<file path="src/rtl/core_seq_ctrl.sv">
// Layer sequencer for core: for each kernel position it loads weights, stages
// activations, executes and drains psums into pmem by driving the instruction bus.
module core_seq_ctrl #(
    parameter int            COL      = 8,
    parameter int            ROW      = 8,
    parameter int            LEN_KIJ  = 9,
    parameter int            LEN_NIJ  = 36,
    parameter int            LEN_ONIJ = 16,
    parameter int            GAP      = 10,
    parameter int            AW       = 11,
    parameter logic [AW-1:0] WBASE    = 11'h400
) (
    input  logic             clk,
    input  logic             reset,
    input  logic             start,
    input  logic             abort,
    input  logic             ofifo_valid,
    output logic [2*AW+11:0] inst,
    output logic             busy,
    output logic             done,
    output logic [3:0]       kij_idx
);

    localparam int IW = 2 * AW + 12;
    localparam int CW = 8;

    localparam logic [AW-1:0] COL_A  = AW'(COL);
    localparam logic [AW-1:0] ONIJ_A = AW'(LEN_ONIJ);

    localparam logic [6:0] STB_NONE     = 7'b000_0000;
    localparam logic [6:0] STB_OFIFO_RD = 7'b100_0000;
    localparam logic [6:0] STB_IFIFO_WR = 7'b010_0000;
    localparam logic [6:0] STB_IFIFO_RD = 7'b001_0000;
    localparam logic [6:0] STB_L0_RD    = 7'b000_1000;
    localparam logic [6:0] STB_L0_WR    = 7'b000_0100;
    localparam logic [6:0] STB_EXECUTE  = 7'b000_0010;
    localparam logic [6:0] STB_LOAD     = 7'b000_0001;

    typedef enum logic [3:0] {
        IDLE   = 4'd0,
        W_L0   = 4'd1,
        W_LOAD = 4'd2,
        W_GAP  = 4'd3,
        A_L0   = 4'd4,
        A_FIFO = 4'd5,
        EXEC   = 4'd6,
        DRAIN  = 4'd7,
        NEXT   = 4'd8,
        FIN    = 4'd9
    } state_e;

    // Last counter value of the fixed-length phases.
    function automatic logic [CW-1:0] phase_last(input state_e st);
        logic [CW-1:0] last;
        case (st)
            W_L0, W_LOAD:  last = CW'(COL - 1);
            W_GAP:         last = CW'(GAP - 1);
            A_L0, A_FIFO:  last = CW'(LEN_NIJ - 1);
            EXEC:          last = CW'(LEN_NIJ + ROW + COL - 1);
            default:       last = {CW{1'b0}};
        endcase
        return last;
    endfunction

    function automatic state_e phase_succ(input state_e st);
        state_e nxt;
        case (st)
            W_L0:    nxt = W_LOAD;
            W_LOAD:  nxt = W_GAP;
            W_GAP:   nxt = A_L0;
            A_L0:    nxt = A_FIFO;
            A_FIFO:  nxt = EXEC;
            EXEC:    nxt = DRAIN;
            default: nxt = IDLE;
        endcase
        return nxt;
    endfunction

    // Instruction word for one cycle; addresses wrap modulo 2^AW.
    function automatic logic [IW-1:0] decode(input state_e st, input logic [CW-1:0] cnt,
                                             input logic [3:0] kij, input logic pop);
        logic          cen_p;
        logic          cen_x;
        logic [AW-1:0] a_p;
        logic [AW-1:0] a_x;
        logic [6:0]    stb;
        logic [AW-1:0] cnt_a;
        logic [AW-1:0] kij_a;
        cen_p = 1'b1;
        cen_x = 1'b1;
        a_p   = {AW{1'b0}};
        a_x   = {AW{1'b0}};
        stb   = STB_NONE;
        cnt_a = AW'(cnt);
        kij_a = AW'(kij);
        case (st)
            W_L0: begin
                cen_x = 1'b0;
                a_x   = WBASE + kij_a * COL_A + cnt_a;
                stb   = STB_L0_WR;
            end
            W_LOAD:  stb = STB_LOAD | STB_L0_RD;
            A_L0: begin
                cen_x = 1'b0;
                a_x   = cnt_a;
                stb   = STB_L0_WR;
            end
            A_FIFO:  stb = STB_L0_RD | STB_IFIFO_WR;
            EXEC:    stb = STB_EXECUTE | STB_IFIFO_RD;
            DRAIN: begin
                if (pop) begin
                    cen_p = 1'b0;
                    a_p   = kij_a * ONIJ_A + cnt_a;
                    stb   = STB_OFIFO_RD;
                end else begin
                    stb   = STB_NONE;
                end
            end
            default: stb = STB_NONE;
        endcase
        // WEN_p follows CEN_p: every pmem access issued here is a write.
        return {1'b0, cen_p, cen_p, a_p, cen_x, 1'b1, a_x, stb};
    endfunction

    state_e        state_q, state_d;
    logic [CW-1:0] cnt_q, cnt_d;
    logic [3:0]    kij_q, kij_d;
    logic          pop_q, pop_d;
    logic [IW-1:0] inst_q, inst_d;
    logic          busy_q, busy_d;
    logic          done_q, done_d;
    logic [CW-1:0] pops_s;
    logic          last_s;

    // Next-state logic; the registered outputs are decoded from the next state so
    // inst always describes the phase cycle the FSM is in. In DRAIN, cnt counts pops
    // already issued and ofifo_valid sampled at an edge yields a pop the following cycle.
    always_comb begin
        state_d = state_q;
        cnt_d   = cnt_q;
        kij_d   = kij_q;
        pop_d   = 1'b0;
        last_s  = (cnt_q == phase_last(state_q));
        pops_s  = cnt_q + CW'(pop_q);
        if (abort) begin
            state_d = IDLE;
            cnt_d   = {CW{1'b0}};
            kij_d   = 4'd0;
        end else begin
            case (state_q)
                IDLE: begin
                    if (start) begin
                        state_d = W_L0;
                        cnt_d   = {CW{1'b0}};
                        kij_d   = 4'd0;
                    end else begin
                        state_d = IDLE;
                    end
                end
                W_L0, W_LOAD, W_GAP, A_L0, A_FIFO, EXEC: begin
                    if (last_s) begin
                        state_d = phase_succ(state_q);
                        cnt_d   = {CW{1'b0}};
                    end else begin
                        cnt_d   = cnt_q + 8'd1;
                    end
                end
                DRAIN: begin
                    if (pops_s == CW'(LEN_ONIJ)) begin
                        state_d = NEXT;
                        cnt_d   = {CW{1'b0}};
                    end else begin
                        cnt_d   = pops_s;
                    end
                end
                NEXT: begin
                    cnt_d = {CW{1'b0}};
                    if (kij_q == 4'(LEN_KIJ - 1)) begin
                        state_d = FIN;
                    end else begin
                        state_d = W_L0;
                        kij_d   = kij_q + 4'd1;
                    end
                end
                FIN: begin
                    state_d = IDLE;
                    cnt_d   = {CW{1'b0}};
                    kij_d   = 4'd0;
                end
                default: begin
                    state_d = IDLE;
                    cnt_d   = {CW{1'b0}};
                    kij_d   = 4'd0;
                end
            endcase
            if (state_d == DRAIN) begin
                pop_d = ofifo_valid;
            end else begin
                pop_d = 1'b0;
            end
        end
        inst_d = decode(state_d, cnt_d, kij_d, pop_d);
        busy_d = (state_d != IDLE);
        done_d = (state_d == FIN);
    end

    // State, counters and registered outputs.
    always_ff @(posedge clk or negedge reset) begin
        if (!reset) begin
            state_q <= IDLE;
            cnt_q   <= {CW{1'b0}};
            kij_q   <= 4'd0;
            pop_q   <= 1'b0;
            inst_q  <= decode(IDLE, {CW{1'b0}}, 4'd0, 1'b0);
            busy_q  <= 1'b0;
            done_q  <= 1'b0;
        end else begin
            state_q <= state_d;
            cnt_q   <= cnt_d;
            kij_q   <= kij_d;
            pop_q   <= pop_d;
            inst_q  <= inst_d;
            busy_q  <= busy_d;
            done_q  <= done_d;
        end
    end

    assign inst    = inst_q;
    assign busy    = busy_q;
    assign done    = done_q;
    assign kij_idx = kij_q;

endmodule

</file>
<file path="config.mk">
export PLATFORM = sky130hd
export DESIGN_NAME = core_seq_ctrl
export DESIGN_NICKNAME = d
export VERILOG_FILES = /design/src/rtl/core_seq_ctrl.sv
export SDC_FILE = /design/constraint.sdc
export NUM_CORES = 1
export LEC_CHECK = 0
export CORE_MARGIN = 5
export CORE_UTILIZATION = 50
export CTS_BUF_LIST = sky130_fd_sc_hd__clkbuf_8
export CTS_CLUSTER_DIAMETER = 40
export DETAILED_ROUTE_END_ITERATION = 10
export HOLD_SLACK_MARGIN = 0.06
export PLACE_DENSITY = 0.75
export SLEW_MARGIN = 20
export SYNTH_ARGS = -nofsm -noshare
export SYNTH_HDL_FRONTEND = slang
export SYNTH_SLANG_ARGS = --single-unit
</file>
<file path="constraint.sdc">
create_clock -name clk -period 3.85 [get_ports clk]
set_input_delay 0.385 -clock clk [delete_from_list [all_inputs] [get_ports clk]]
set_output_delay 0.385 -clock clk [all_outputs]
set_load 0.01 [all_outputs]
</file>
==> results.toml, run 1 <==
[status]
outcome = "completed"

[global_routing]
grt.busiest_layer = "met2"
grt_pass1_wl_um = 12680
grt_antenna_before_repair = 0
grt_pass1_vias = 2585
grt.met1_usage = 0.2707
track_usage = 0.2173
use_met3 = 0.04323
use_met2 = 0.3757
grt_max_degree = 47
grt.overflow.total = 0

[placement]
port_buffers = 39
place_congestion = 0.9883
placed_area_sq_um = 3437
post-dp-hpwl_um = 5813

[routing]
avgRoutedWirePerCell_um = 17.39
drc = 0
drtAntennaViolNets = 0
first_iter_violations = 198
vias_per_cell = 5.830
dr.pass1.iters = 5
via_count = 2536
drt-total-wl_um = 7565

[floorplanning]
die_h_um = 85.82
dieArea_sq_um = 7364
rows = 27
num_io_pins = 45
die_x_um = 85.82
initial_core_util = 0.5187
core_area_sq_um = 5540

[yosys]
syn_area_sq_um = 2874
synth_top_family_by_area = "simple AND/OR/NAND/NOR gates"
postSynthAreaPerCell_sq_um = 9.301
ys_seq_area_frac = 0.4014
yosys.area.top_type_share = 0.3831
synth_commonest_cells = "dfrtp_1, nor2_1, nand2_1, inv_1, a21oi_1"
ys_ff_latch = 46
synth_fa_ha_area_frac = 0.06966
async_reset_ff_frac = 1.000
synth_most_common_cell = "dfrtp_1"
synth_edf_count = 0
synth.distinct_cells = 66
synthTopCellsByArea = "dfrtp_1, nor2_1, ha_1"
synth_compound_area_frac = 0.1898
synth_xor_area_frac = 0.04266
synthMuxAreaShare = 0.003483
yosysTopAreaCell = "dfrtp_1"
yosysWarningCount = 0
synth_top_flop_cell = "dfrtp_1"
synthCells = 309
synth_simple_gate_area_frac = 0.2251

[setup_path]
crit_path_end_kind = "register"
crit_path_top_delay_cell = "maj3_1"
slowest_delay_ps = 380
crit_chain = "ha_1 -> nand3_1 -> or2_2 -> o21ai_0 -> nand4_1 -> and2_4 -> a221o_1 -> o211ai_1 -> inv_1 -> ha_1 -> a21o_1 -> maj3_1 -> xnor2_1 -> nor2_1 -> a41o_1"
worst-path-max-fanout = 3
cp_common_cell = "ha_1"
critPathLaunchType = "register"
arrival_ps = 3850
critPathBufInv = 1
worstSetupPathType = "register to register"
critPathTopFamily = "compound AO/OA/AOI/OAI gates"
crit_required_ps = 4040

[power_and_ir_drop]
ir_worst_vdd_v = 0.0002175
comb_power_share = 0.323
report.power.total_mw = 1.229
pwr-share-clk = 0.241
p_sw_mw = 0.4153
p_per_area_nw_per_um2 = 344.0
pwr-share-seq = 0.436
p_leak_nw = 1.643
switching_share = 0.3378
internal_power_mw = 0.8141

[layout]
antenna_cells = 0
syn_to_final_growth_pct = 24.34
nets = 380
layout-drive-gt1-share = 0.1846
finish.instance_area_sq_um = 3573

[timing]
max_freq_ghz = 0.2730
slew_headroom = 0.5897
max_slew.worst_pin.slew_ps = 613.3
timing.final.max_slew_violations = 0
rsz0062_at_grt = "false"
finClkSkew_ps = 13.64
fin_setup_tns_ps = 0
finalCriticalPeriod_ps = 3662
hold_viol_final = 0
setup_viol = 0
fin_crit_sh = 0.9513

[clocking]
cts-buffers-inserted = 5
clkSinkCount = 46
cts_root_buf = "clkbuf_8"
path_clk_slew_ps = 100
clock_path_buffers = 2
clkLatencyLatePin_ps = 300
cts_tree = "done"
htree_levels = 2

[job]
drv_cap = 0

[min_path]
hp-class = "primary input to async pin"
-- routing by layer --
layer | vias up | share of wire
met1 | 1219 | 0.42
met3 | 22 | 0.067
met2 | 111 | 0.49
met4 | 0 | 0.025
li1 | 1184 | -
met5 | - | 0
-- power groups by stage --
stage	Combinational [mW]	Clock, mW	Sequential [mW]
floorplan	0.237	0	0.544
global placement	0.387	0	0.541
detailed placement	0.390	0	0.542
CTS	0.391	0.302	0.533
global route	0.431	0.324	0.541
finish	0.397	0.296	0.536
-- through the flow --
stage / hold slack (ps) / util / instances / worst slack, ps
4_1_cts: 300.1 / 0.6362 / 434 / 85.62
6_report: 63.68 / 0.6450 / 435 / 187.5
3_5_place_dp: 633.5 / 0.6204 / 426 / 130.3
2_1_floorplan: 89.41 / - / 312 / 234.7
3_3_place_gp: 600.8 / 0.6204 / 426 / 181.5
5_1_grt: 118.2 / 0.6450 / 435 / 8.650
-- state kept, by name, indices dropped and copies added (netlist names) --
name,cells
pop_q,1
inst,27
busy,1
state_q,4
kij_idx,4
cnt_q,8
done,1
-- worst reg2reg max path, stage by stage (launching register included) --
cell      delay [ps]
dfrtp_1          360
ha_1             200
nand3_1          160
or2_2            350
o21ai_0          270
nand4_1          180
and2_4           220
a221o_1          340
o211ai_1         130
inv_1            100
ha_1             280
a21o_1           180
maj3_1           380
xnor2_1          150
nor2_1            50
a41o_1           190
-- layout make-up --
class	instances	area [sq um]
clock buffers	5	68.82
well taps	72	90.09
fillers	470	1967
inverters	19	71.32
clock inverters	3	18.77
repair buffers	64	588.1
multi-input cells	226	1578
flip-flops and latches	46	1159
-- logic make-up after synthesis --
logic type | after synthesis
flip-flops | 46
XOR/XNOR | 14
other | 2
buffers and inverters | 40
adder cells (fa/ha/maj) | 16
AND/OR/NAND/NOR | 124
multiplexers | 1
AO/OA/AOI/OAI | 66
-- final timing paths --
kind / start / to / slack, ps / cells past startpoint
min in group clk: kij_idx[3]$_DFF_PN0_ / done$_DFF_PN0_ / 720 / 2
max in group asynchronous: reset / inst[31]$_DFF_PN1_ / 3370 / 1
hold reg to reg: kij_idx[3]$_DFF_PN0_ / done$_DFF_PN0_ / 720 / 2
hold / removal: reset / inst[0]$_DFF_PN0_ / 60 / 1
setup reg to reg: cnt_q[0]$_DFF_PN0_ / inst[13]$_DFF_PN0_ / 190 / 15
setup / recovery: cnt_q[0]$_DFF_PN0_ / inst[13]$_DFF_PN0_ / 190 / 15
-- cells in the final DEF (no fill, tap or decap), types with 6 or more instances in the layout --
| cell | Yosys | layout |
|---|---|---|
| dfrtp_1 | 44 | 40 |
| a21oi_1 | 16 | 16 |
| and2_1 | 8 | 7 |
| ha_1 | 12 | 11 |
| nand3_1 | 7 | 7 |
| nand2_1 | 28 | 28 |
| xnor2_1 | 9 | 9 |
| a21o_1 | 6 | 6 |
| nor2_1 | 41 | 41 |
| clkdlybuf4s50_1 | 0 | 38 |
| inv_1 | 17 | 17 |
| buf_4 | 8 | 25 |
-- timing repair --
action / CTS / global route
gates resized for setup: 0 / 11
endpoints found under the setup margin: 0 / 3
endpoints found under the hold margin: 0 / 0
hold buffers: 0 / 0
buffers inserted: 0 / 1
(Power assumes the default switching activity.)
==> run 2, diff against run 1 <==
Settings changed: CAP_MARGIN from default to 20.
==> results of run 2 <==
Final layout, timing and power as in run 1 (identical DEF).
